`src/rtl/clk_gate_ctrl.sv`:
```
// clk_gate_ctrl: multi-channel automatic clock-gating controller.
// Each channel runs an idle-detection FSM (ON -> IDLE -> OFF) clocked by CP
// and drives a latch-based glitch-free clock gate. A channel's gated clock
// stops after its activity input has been idle for THR cycles and restarts
// as soon as activity (or a disabled auto-gate) is seen. TE forces every
// gate open for scan without disturbing the FSMs.
module clk_gate_ctrl #(
  parameter int NCH  = 4,
  parameter int CNTW = 8
) (
  input  logic                 CP,
  input  logic                 CDN,
  input  logic                 TE,
  input  logic [NCH-1:0]       EN,
  input  logic [NCH-1:0]       BUSY,
  input  logic [NCH*CNTW-1:0]  THR,
  output logic [NCH-1:0]       Q,
  output logic [NCH-1:0]       STS
);

  typedef enum logic [1:0] {
    ST_ON   = 2'd0,
    ST_IDLE = 2'd1,
    ST_OFF  = 2'd2
  } state_e;

  localparam logic [CNTW-1:0] CNT_ONE = CNTW'(1);

  for (genvar c = 0; c < NCH; c++) begin : g_ch
    state_e          state_q, state_d;
    logic [CNTW-1:0] cnt_q, cnt_d;
    logic [CNTW-1:0] thr;
    logic            idle_ok;
    logic            ge_q, ge_d;
    logic            en_lat;

    // THR is sampled live every cycle, so a lowered threshold acts at once.
    assign thr     = THR[c*CNTW +: CNTW];
    assign idle_ok = EN[c] & ~BUSY[c];

    // Next-state and counter logic for the idle-detection FSM.
    // NOTE: combinational blocks use blocking '=' with every output defaulted
    // first, so no latch is inferred and the block reads top to bottom.
    always_comb begin
      state_d = state_q;
      cnt_d   = cnt_q;
      case (state_q)
        ST_ON: begin
          if (idle_ok) begin
            if (thr == '0) begin
              state_d = ST_OFF;
            end else begin
              state_d = ST_IDLE;
              cnt_d   = '0;
            end
          end
        end
        ST_IDLE: begin
          if (!idle_ok) begin
            state_d = ST_ON;
            cnt_d   = '0;
          end else if ((thr == '0) || (cnt_q >= (thr - CNT_ONE))) begin
            state_d = ST_OFF;
          end else begin
            // Only reached while cnt_q < thr-1, so the counter cannot wrap.
            cnt_d = cnt_q + CNT_ONE;
          end
        end
        ST_OFF: begin
          if (!idle_ok) begin
            state_d = ST_ON;
          end
        end
        default: begin
          state_d = ST_ON;
          cnt_d   = '0;
        end
      endcase
      ge_d = (state_d != ST_OFF);
    end

    // State, counter and registered gate enable; reset leaves the clock running.
    // NOTE: sequential blocks use non-blocking '<=' so every flop samples the
    // pre-edge values of the others, independent of block ordering.
    always_ff @(posedge CP or negedge CDN) begin
      if (!CDN) begin
        state_q <= ST_ON;
        cnt_q   <= '0;
        ge_q    <= 1'b1;
      end else begin
        state_q <= state_d;
        cnt_q   <= cnt_d;
        ge_q    <= ge_d;
      end
    end

    // Gate latch: transparent while CP is low, frozen while CP is high.
    // NOTE: this latch is intentional and has no reset; it picks up ge_q
    // (forced to 1 by reset) in the first CP-low phase, so no runt pulse
    // can appear on Q while reset is asserted during a CP-high phase.
    always_latch begin
      if (!CP) begin
        en_lat <= ge_q | TE;
      end
    end

    assign Q[c]   = en_lat & CP;
    assign STS[c] = ge_q;
  end

endmodule

```
`config.mk`:
```
export PLATFORM = sky130hd
export DESIGN_NAME = clk_gate_ctrl
export DESIGN_NICKNAME = d
export VERILOG_FILES = /design/src/rtl/clk_gate_ctrl.sv
export SDC_FILE = /design/constraint.sdc
export NUM_CORES = 1
export LEC_CHECK = 0
export BUFFER_PORTS_ARGS = -buffer_cell sky130_fd_sc_hd__clkbuf_2
export CELL_PAD_IN_SITES_DETAIL_PLACEMENT = 1
export CELL_PAD_IN_SITES_GLOBAL_PLACEMENT = 1
export CORE_MARGIN = 2
export CORE_UTILIZATION = 40
export DETAILED_ROUTE_END_ITERATION = 10
export GPL_TIMING_DRIVEN = 1
export PLACE_DENSITY_LB_ADDON = 0.08
export SYNTH_ARGS = -nofsm -noshare
export SYNTH_HDL_FRONTEND = slang
export SYNTH_SLANG_ARGS = --single-unit
```
`constraint.sdc`:
```
create_clock -name CP -period 2.33 [get_ports CP]
set_clock_uncertainty 0.2 [all_clocks]
set_input_delay 0.233 -clock CP [delete_from_list [all_inputs] [get_ports CP]]
set_output_delay 0.233 -clock CP [all_outputs]
set_load 0.005 [all_outputs]
```
[After elaboration in Yosys (flattened, before gate mapping)]
Cells that the tools add are included.
Storage, ports and cells
  register bits: 44
  latch bits: 4
  input port bits: 43
  output and inout port bits: 8
  logic and storage cells: 136
Cells by class
  add/sub/neg operators: 8
  magnitude comparators: 4
  eq/ne operators: 24
  mux-type cells: 48
  bitwise logic cells: 20
  reductions and logical operators: 16
Operators by type and width (count)
  $mux W8: 16
  $pmux W8 S3: 4
  $mux W2: 20
  $add A8 B1 Y8 const B: 4
  $ge A8 B8 Y1: 4
  $logic_not A8 Y1: 4
  $sub A8 B1 Y8 const B: 4
  $ne A2 B2 Y1 const B: 12
  $pmux W2 S3: 4
  $reduce_and A4 Y1: 4
  $ne A3 B3 Y1 const B: 4
  $and A1 B1 Y1: 8
  $eq A2 B1 Y1 const B: 4
  $eq A2 B2 Y1 const B: 4
  $logic_not A2 Y1: 4
  $not A1 Y1: 8
  $logic_or A1 B1 Y1: 4
  $mux W1: 4
  $or A1 B1 Y1: 4

[Longest topological paths before layout]
Gate-level depths: netlist of run 1.
  depth after elaboration: 7
  mapped depth: 13
  mapped depth without buffers: 12

==> run summary, run 1 <==
Synth top area share -> 25.2%
Syn_area_per_cell -> 8.26 um^2
Critical Path RT -> 1900 ps
Post-Syn Nets -> 566
CTS tree -> yes
Min setup slack post-route -> -326 ps
Hpwl dp -> 8.78 mm
# diodes -> 0
Number of global-route vias before repair -> 4272
CP Cell Sequence -> and2_1, clkbuf_2
Area occupied by multi-input gates -> 0.00293 mm^2
CP max-delay cell -> dlxtn_1
#FFs+latches synth -> 48
Gpl congestion -> 0.834
First-pass GRT wire length -> 19.8 mm
EDFF count, synth -> 0
Synth warnings -> 0
CP Capture Type -> primary output
Critical path type -> latch -> out
Final Hold Fails -> 0
Yosys top cell by area -> dfrtp_1
Post-Synthesis Cell Area -> 0.00397 mm^2
Initial antenna violation count -> 0
Layout cell share with drive strength beyond 1 -> 35.1%
CP Launch Type -> latch
Final Util -> 56.9%
Asr flop ratio synth -> 91.7%
Library cells used by synthesis -> 55
Crit-path max cell delay -> 400 ps
Drt wl/cell -> 16.1 um
Final wirelength -> 12.0 mm
Failing checks -> setup timing
Synth area leaders -> dfrtp_1 25%, ha_1 13%, nand3_1 6.2%, xnor2_1 4.2%, nand2_1 4.1%
Worst hold slack -> 32.7 ps
Final setup viols -> 11
CP top delay family -> latches
Buffers & Inverters on Critical Path -> 1
Max-cap viol count -> 0
Largest net degree at the start of global routing -> 22
Most used flip-flop cell after synthesis -> dfrtp_1
Post-Place Setup Slack -> -475 ps
RSZ-0062 raised after global routing -> true
Core ar. -> 0.00973 mm^2
Register clock-pin slew on the reported worst setup and hold paths -> 90 ps
Slew of the pin with the lowest slew margin -> 647 ps
Final Slew Violations -> 0
Status -> finished with violations
Total Power -> 2.31 mW
I/O Buffers -> 50
Filler Cells Inserted -> 1188
Die Height -> 104 um
DRT Pass-1 Iters -> 4
Area after DPL -> 0.00500 mm^2
Detailed-route DRC error count -> 0
Clock Latency Late Sink -> 420 ps
Max-slew headroom -> 56.7%
Fin area -> 0.00554 mm^2
Layout area overhead -> 39.4%
GRT Residual Overflow -> 0
Initial Util -> 40.8%
Sequential cell area -> 0.00117 mm^2
Chip width -> 104 um
Via count of the routed design -> 4135
Initial DRC count -> 136
Cells after Synth -> 481
CP arrival -> 2220 ps
Pleak -> 2.57 nW
Routed Antenna Nets -> 0
Ports -> 51
Maximum vdd drop -> 0.000259 V
Rows -> 36
Total track usage -> 22.1%
Worst hold path class -> in -> reg
Vias per cell -> 5.54
Max Fanout on Critical Path -> 1
Die footprint -> 0.0107 mm^2
Nets -> 697
Power Density -> 418 mW/mm^2
-- cell families after synthesis --
| group | share of synthesized area (%) |
|---|---|
| adder cells (fa/ha/maj) | 13.2 |
| multiplexers | 2.02 |
| XOR/XNOR | 5.95 |
| latches | 1.51 |
| buffers and inverters | 4.28 |
| AND/OR/NAND/NOR | 31.9 |
| AO/OA/AOI/OAI | 13.3 |
| flip-flops | 27.8 |
-- placed cells by master (no fill, tap or decap), types with 11 or more instances in the layout --
| cell type | netlist | layout |
|---|---|---|
| nand2_1 | 43 | 40 |
| or2_2 | 11 | 11 |
| xnor2_1 | 19 | 17 |
| nor2_1 | 29 | 25 |
| buf_4 | 5 | 78 |
| dfrtp_1 | 40 | 40 |
| nand4_1 | 12 | 12 |
| and3_1 | 21 | 21 |
| clkbuf_2 | 0 | 43 |
| nand3_1 | 49 | 46 |
| inv_1 | 18 | 16 |
| ha_1 | 42 | 39 |
| a21oi_1 | 26 | 19 |
-- per-stage QoR --
step | std cells | TNS (ps)
floorplan | 481 | -1880
global placement | 722 | -9560
detailed placement | 722 | -12840
CTS | 743 | -1340
global route | 746 | -2800
finish | 746 | -1360
-- cell usage after synthesis, types with 5 or more instances --
cell type and instances:
o21ai_0 18, nor2b_1 7, or4_1 6, nor2_1 29, clkbuf_1 14, ha_1 42
buf_4 5, nand2_1 43, dfrtp_1 40, xnor2_1 19, nand3_1 49, nor3_1 12
nand3b_1 6, mux2i_1 8, nand4_1 12, xor2_1 8, and3_1 21, inv_1 18
nand2b_1 5, a21oi_1 26, a31oi_1 5, or2_2 11, nor4_1 12, a211oi_1 8
-- timing repair --
action,4_1_cts,5_1_grt
setup endpoints to repair,14,40
resized for setup,4,60
endpoints found under the hold margin,49,0
buffers inserted,0,3
pin swaps,7,23
hold buffers,9,0
-- report_power, final --
part	total (mW)	internal, mW	switching [mW]
Clock	1.05	0.620	0.435
Combinational	0.417	0.193	0.224
Sequential	0.843	0.820	0.0222
-- worst paths after layout --
check / start / cells after the start / slack (ps) / end
worst max-delay path: g_ch[1].en_lat / 2 / -330 / Q[1]
min in group asynchronous: CDN / 2 / 150 / g_ch[1].ge_q
worst min-delay path: BUSY[2] / 3 / 30 / g_ch[2].ge_q
worst min register to register: g_ch[3].state_q[1] / 1 / 290 / g_ch[3].ge_q
max in group asynchronous: CDN / 3 / 1030 / g_ch[3].cnt_q[7]
worst max register to register: g_ch[1].cnt_q[2] / 9 / -30 / g_ch[1].cnt_q[6]
-- registers in the layout, summed over array words and instances (netlist names) --
signal	flops
g_ch.state_q	8
g_ch.ge_q	4
g_ch.en_lat	4
g_ch.cnt_q	32
-- per-layer routing --
layer  GRT usage [%]  vias up  routed length, um
met5               0        -                  0
met4            7.24        0                176
met3            4.53       19                310
met2            36.9       57               6100
met1            28.8     2030               5400
li1                -     2029                  -
-- worst reg2reg max path, stage by stage (launching register included) --
cell,delay [ps]
dfrtp_1,390
ha_1,310
a211oi_1,220
o21ai_1,130
a21oi_2,250
buf_4,170
nand4_1,110
buf_4,190
o21ai_1,200
a21oi_2,80
-- final cells by class --
class                      count  area share, %
sequential                    48           21.1
inverter                      19           1.65
clock buffer                  13           2.82
clock inverter                 3          0.836
timing repair buffer         137           17.7
tap                          133           3.00
multi-input combinational    393           52.9
(Power assumes the default switching activity.)
==> inputs of run 2 (changes only) <==
CAP_MARGIN = 10   (was not set)
SKIP_LAST_GASP = 1   (was not set)
==> run 2 against run 1 <==
The run still ends with setup timing left. Global-route usage stayed put. Final cell count is the same. Combinational power is essentially flat. Die area stayed put. Clock power about the same. First-iteration DRC count is 4.4% lower. Total power decreased by 0.15%. Hold slack got worse by 4.5 ps. Sequential share of layout area grew 0.067 points. Register-to-register slack gained 50 ps. Largest cell class unchanged. Highest routed layer unchanged.
==> run summary, run 2 (synthesis results as in run 1) <==
Status -> finished with violations
Failing checks -> setup timing
Nets -> 697 (unchanged)
Ports -> 51 (unchanged)
Drt wl/cell -> 15.8 um (-1.7%)
Worst hold slack -> 28.2 ps (-4.51 ps)
GRT Residual Overflow -> 0 (unchanged)
Largest registers -> g_ch.cnt_q: 32 flops, g_ch.state_q: 8 flops
Layout cell share with drive strength beyond 1 -> 34.6% (-0.49 points)
Final Slew Violations -> 0 (unchanged)
Filler Cells Inserted -> 1184 (-0.34%)
Most frequent cells in the layout -> 78 x buf_4, 46 x nand3_1, 43 x clkbuf_2
Total track usage -> 22.1% (unchanged)
Most common cell after layout, fill and taps aside -> buf_4
CP Capture Type -> primary output
Fin area -> 0.00552 mm^2 (-0.32%)
Chip width -> 104 um (unchanged)
Final setup viols -> 8 (-3)
Initial antenna violation count -> 0 (unchanged)
Pleak -> 2.57 nW (about the same)
Hpwl dp -> 8.78 mm (unchanged)
Routed Antenna Nets -> 0 (unchanged)
Slew of the pin with the lowest slew margin -> 639 ps (-7.99 ps)
Area after DPL -> 0.00500 mm^2 (unchanged)
Via count of the routed design -> 4107 (-0.68%)
# diodes -> 0 (unchanged)
Total Power -> 2.31 mW (-0.15%)
Max-cap viol count -> 0 (unchanged)
Max Fanout on Critical Path -> 1 (unchanged)
Initial Util -> 40.8% (unchanged)
First-pass GRT wire length -> 19.8 mm (unchanged)
Register clock-pin slew on the reported worst setup and hold paths -> 90 ps (about the same)
CP Launch Type -> latch
Core ar. -> 0.00973 mm^2 (unchanged)
Rows -> 36 (unchanged)
Maximum vdd drop -> 0.000259 V (about the same)
Final Hold Fails -> 0 (unchanged)
Power Density -> 419 mW/mm^2 (+0.17%)
RSZ-0062 raised after global routing -> true
CTS tree -> yes
Number of global-route vias before repair -> 4272 (unchanged)
Final wirelength -> 11.8 mm (-1.7%)
Die Height -> 104 um (unchanged)
Layout area overhead -> 38.9%
Detailed-route DRC error count -> 0 (unchanged)
DRT Pass-1 Iters -> 4 (unchanged)
Min setup slack post-route -> -325 ps (+1.19 ps)
Max-slew headroom -> 57.2% (+0.53 points)
I/O Buffers -> 50 (unchanged)
Critical Path RT -> 1900 ps (about the same)
Vias per cell -> 5.51 (-0.68%)
Critical path type -> latch -> out
Initial DRC count -> 130 (-4.4%)
CP arrival -> 2220 ps (about the same)
Number of flip-flops in the largest register -> 32 (unchanged)
Die footprint -> 0.0107 mm^2 (unchanged)
Worst hold path class -> in -> reg
Gpl congestion -> 0.834 (unchanged)
Largest net degree at the start of global routing -> 22 (unchanged)
Final TNS setup -> -1240 ps (+114 ps)
Clock Latency Late Sink -> 420 ps (about the same)
Final Util -> 56.8% (-0.18 points)
Largest Register -> g_ch.cnt_q
-- run 2: cell count changes in the layout (fill, tap and decap cells not counted) --
| cell | before | now |
|---|---|---|
| a31oi_2 | 1 | 0 |
| buf_8 | 1 | 0 |
| a31oi_1 | 4 | 5 |
| buf_6 | 7 | 8 |
| a211oi_2 | 3 | 2 |
| ha_1 | 39 | 40 |
| ha_2 | 1 | 0 |
| a211oi_1 | 4 | 5 |
-- run 2: final cells by class --
| class | count | area (um^2) | share of cell area [%] |
|---|---|---|---|
| clock inverters | 3 | 46.3 | 0.838 |
| multi-input cells | 393 | 2920 | 52.8 |
| well taps | 133 | 166 | 3.01 |
| flip-flops and latches | 48 | 1170 | 21.1 |
| repair buffers | 137 | 978 | 17.7 |
| clock buffers | 13 | 156 | 2.83 |
| inverters | 19 | 91.3 | 1.65 |
-- run 2: per-layer routing --
metal | track usage [%] | vias to the layer above | wire, um
met5 | 0 | - | 0
met4 | 7.24 | 0 | 146
met3 | 4.53 | 16 | 274
met2 | 36.9 | 50 | 5900
met1 | 28.8 | 2014 | 5450
li1 | - | 2027 | -
-- run 2: power breakdown --
part | switching (mW) | internal [mW]
Combinational | 0.222 | 0.192
Sequential | 0.0219 | 0.820
Clock | 0.434 | 0.620
Total | 0.678 | 1.63
-- run 2: worst max-delay path, stage by stage (launching register included) --
cell and delay [ps]:
dlxtn_1 400, and2_1 120, clkbuf_2 110
-- run 2: path summary, 6_finish.rpt --
path	from	endpoint	slack, ps	depth (start not counted)
worst max-delay path	g_ch[1].en_lat	Q[1]	-320	2
worst min-delay path	BUSY[2]	g_ch[2].ge_q	30	3
max in group asynchronous	CDN	g_ch[3].cnt_q[7]	1020	3
worst min register to register	g_ch[3].state_q[1]	g_ch[3].ge_q	300	1
min in group asynchronous	CDN	g_ch[1].ge_q	150	2
worst max register to register	g_ch[2].cnt_q[2]	g_ch[2].cnt_q[6]	20	7
-- run 2: timing repair --
action                                  4_1_cts  5_1_grt
pin swaps                                     7       23
hold buffers                                  9        0
buffers inserted                              0        3
resized for setup                             4       56
hold endpoints to repair                     49        0
endpoints found under the setup margin       14       40
-- run 2: stage by stage --
step | worst slack (ps) | std cells
2_1_floorplan | -217 | 481
3_3_place_gp | -334 | 722
3_5_place_dp | -475 | 722
4_1_cts | -344 | 743
5_1_grt | -363 | 746
6_report | -325 | 746
==> inputs of run 3 (changes only) <==
RECOVER_POWER = 50   (was not set)
==> run 3 against run 2 <==
The run still ends with setup timing left. First-iteration DRC count decreased by 4.6%. Final cell count did not move. Non-clock buffer count unchanged. Critical path type unchanged. Critical path depth did not move. Largest cell class unchanged.
==> run summary, run 3 (synthesis results as in run 1) <==
Status -> finished with violations
Failing checks -> setup timing
Pleak -> 2.56 nW (-0.40%)
Worst r2r src -> g_ch[2].cnt_q[2]
Detailed-route DRC error count -> 0 (unchanged)
Routed Antenna Nets -> 0 (unchanged)
Final wirelength -> 11.8 mm (about the same)
Largest Register -> g_ch.cnt_q
# diodes -> 0 (unchanged)
Rows -> 36 (unchanged)
Ports -> 51 (unchanged)
I/O Buffers -> 50 (unchanged)
Max-slew headroom -> 24.8% (-32 points)
GRT Residual Overflow -> 0 (unchanged)
Filler Cells Inserted -> 1187 (+0.25%)
Crit path from -> g_ch[1].en_lat
Clock Latency Late Sink -> 420 ps (about the same)
CTS tree -> yes
Number of flip-flops in the largest register -> 32 (unchanged)
WL met2 -> 5.91 mm (about the same)
Drt wl/cell -> 15.8 um (about the same)
Final Hold Fails -> 0 (unchanged)
Maximum vdd drop -> 0.000259 V (about the same)
Initial antenna violation count -> 0 (unchanged)
Worst Hold Launch -> BUSY[2]
Metal3 WL -> 276 um (+0.73%)
R2R setup slack -> 20 ps (about the same)
Sequential cell area -> 0.00117 mm^2 (unchanged)
DRT Pass-1 Iters -> 4 (unchanged)
Largest registers -> g_ch.cnt_q: 32 flops, g_ch.state_q: 8 flops
Final setup viols -> 8 (unchanged)
Hpwl dp -> 8.78 mm (unchanged)
Critical path type -> latch -> out
Chip width -> 104 um (unchanged)
Vias per cell -> 5.50 (about the same)
Number of global-route vias before repair -> 4272 (unchanged)
Final Slew Violations -> 0 (unchanged)
First-pass GRT wire length -> 19.8 mm (unchanged)
Wire length on met1 -> 5.45 mm (about the same)
CP Cell Sequence -> and2_1, clkbuf_2
Min setup slack post-route -> -325 ps (-0.655 ps)
Gpl congestion -> 0.834 (unchanged)
Initial DRC count -> 124 (-4.6%)
Placed insts -> 722 (unchanged)
Nets -> 697 (unchanged)
Via count of the routed design -> 4105 (-0.049%)
Largest net degree at the start of global routing -> 22 (unchanged)
Total track usage -> 22.1% (unchanged)
Area after DPL -> 0.00500 mm^2 (unchanged)
Core ar. -> 0.00973 mm^2 (unchanged)
CP Launch Type -> latch
Area occupied by multi-input gates -> 0.00292 mm^2 (unchanged)
Die Height -> 104 um (unchanged)
Layout area overhead -> 38.7%
Max Fanout on Critical Path -> 1 (unchanged)
Worst hold path class -> in -> reg
Power Density -> 419 mW/mm^2 (about the same)
Fin area -> 0.00551 mm^2 (-0.16%)
CP max-delay cell -> dlxtn_1
Max-cap viol count -> 0 (unchanged)
Die footprint -> 0.0107 mm^2 (unchanged)
Final TNS setup -> -1240 ps (+0.540 ps)
Layout cell share with drive strength beyond 1 -> 34.1% (-0.49 points)
Fin cells -> 746 (unchanged)
Most common cell after layout, fill and taps aside -> buf_4
RSZ-0062 raised after global routing -> true
Initial Util -> 40.8% (unchanged)
CP Capture Type -> primary output
CP arrival -> 2220 ps (about the same)
Most frequent cells in the layout -> 76 x buf_4, 46 x nand3_1, 42 x clkbuf_2
Max Used Layer -> met4
Critical Path RT -> 1900 ps (about the same)
Register clock-pin slew on the reported worst setup and hold paths -> 90 ps (about the same)
Worst hold slack -> 28.8 ps (+0.592 ps)
Total Power -> 2.31 mW (about the same)
Crit-path max cell delay -> 400 ps (about the same)
Slew of the pin with the lowest slew margin -> 1130 ps (+489 ps)
run 3: changes by cell type in the layout (fill, tap and decap cells not counted):
cell and delta:
clkbuf_2 -1, buf_4 -2, clkbuf_1 +3
run 3: area by class of cell:
class | count | area share, %
clock buffer | 13 | 2.84
clock inverter | 3 | 0.840
inverter | 19 | 1.66
multi-input combinational | 393 | 52.9
sequential | 48 | 21.2
tap | 133 | 3.02
timing repair buffer | 137 | 17.6
run 3: per-layer routing:
metal  vias up  track usage (%)
li1       2027                -
met3        16             4.53
met1      2012             28.8
met2        50             36.9
met5         -                0
met4         0             7.24
run 3: where the power goes:
group	total (mW)	leakage, nW	switching (mW)	internal (mW)
clock	1.05	0.118	0.434	0.620
sequential	0.842	0.629	0.0219	0.820
combinational	0.413	1.81	0.222	0.191
total	2.31	2.56	0.678	1.63
run 3: repair_timing:
action                                  in CTS  in global routing
hold buffers                                 9                  0
endpoints found under the hold margin       49                  0
endpoints found under the setup margin      14                 40
pin swaps                                    7                 23
buffers inserted                             0                  3
resized for setup                            4                 56
run 3: path summary, 6_finish.rpt:
path                            cells after the start            endpoint
worst max-delay path                                2                Q[1]
worst min-delay path                                3        g_ch[2].ge_q
worst max register to register                      7    g_ch[2].cnt_q[6]
worst min register to register                      1        g_ch[3].ge_q
max in group asynchronous                           3  g_ch[2].state_q[1]
min in group asynchronous                           2        g_ch[1].ge_q
run 3: critical path, delay by kind of cell, from the launching register on:
kind / cells / cell delay, ps
latches: 1 / 400
simple gates: 1 / 120
buf+inv: 1 / 110
run 3: through the flow:
step	setup WS, ps	util (%)
after floorplan	-217	-
after global placement	-334	51.4
after detailed placement	-475	51.4
after CTS	-344	54.2
after global routing	-363	56.7
final	-325	56.7
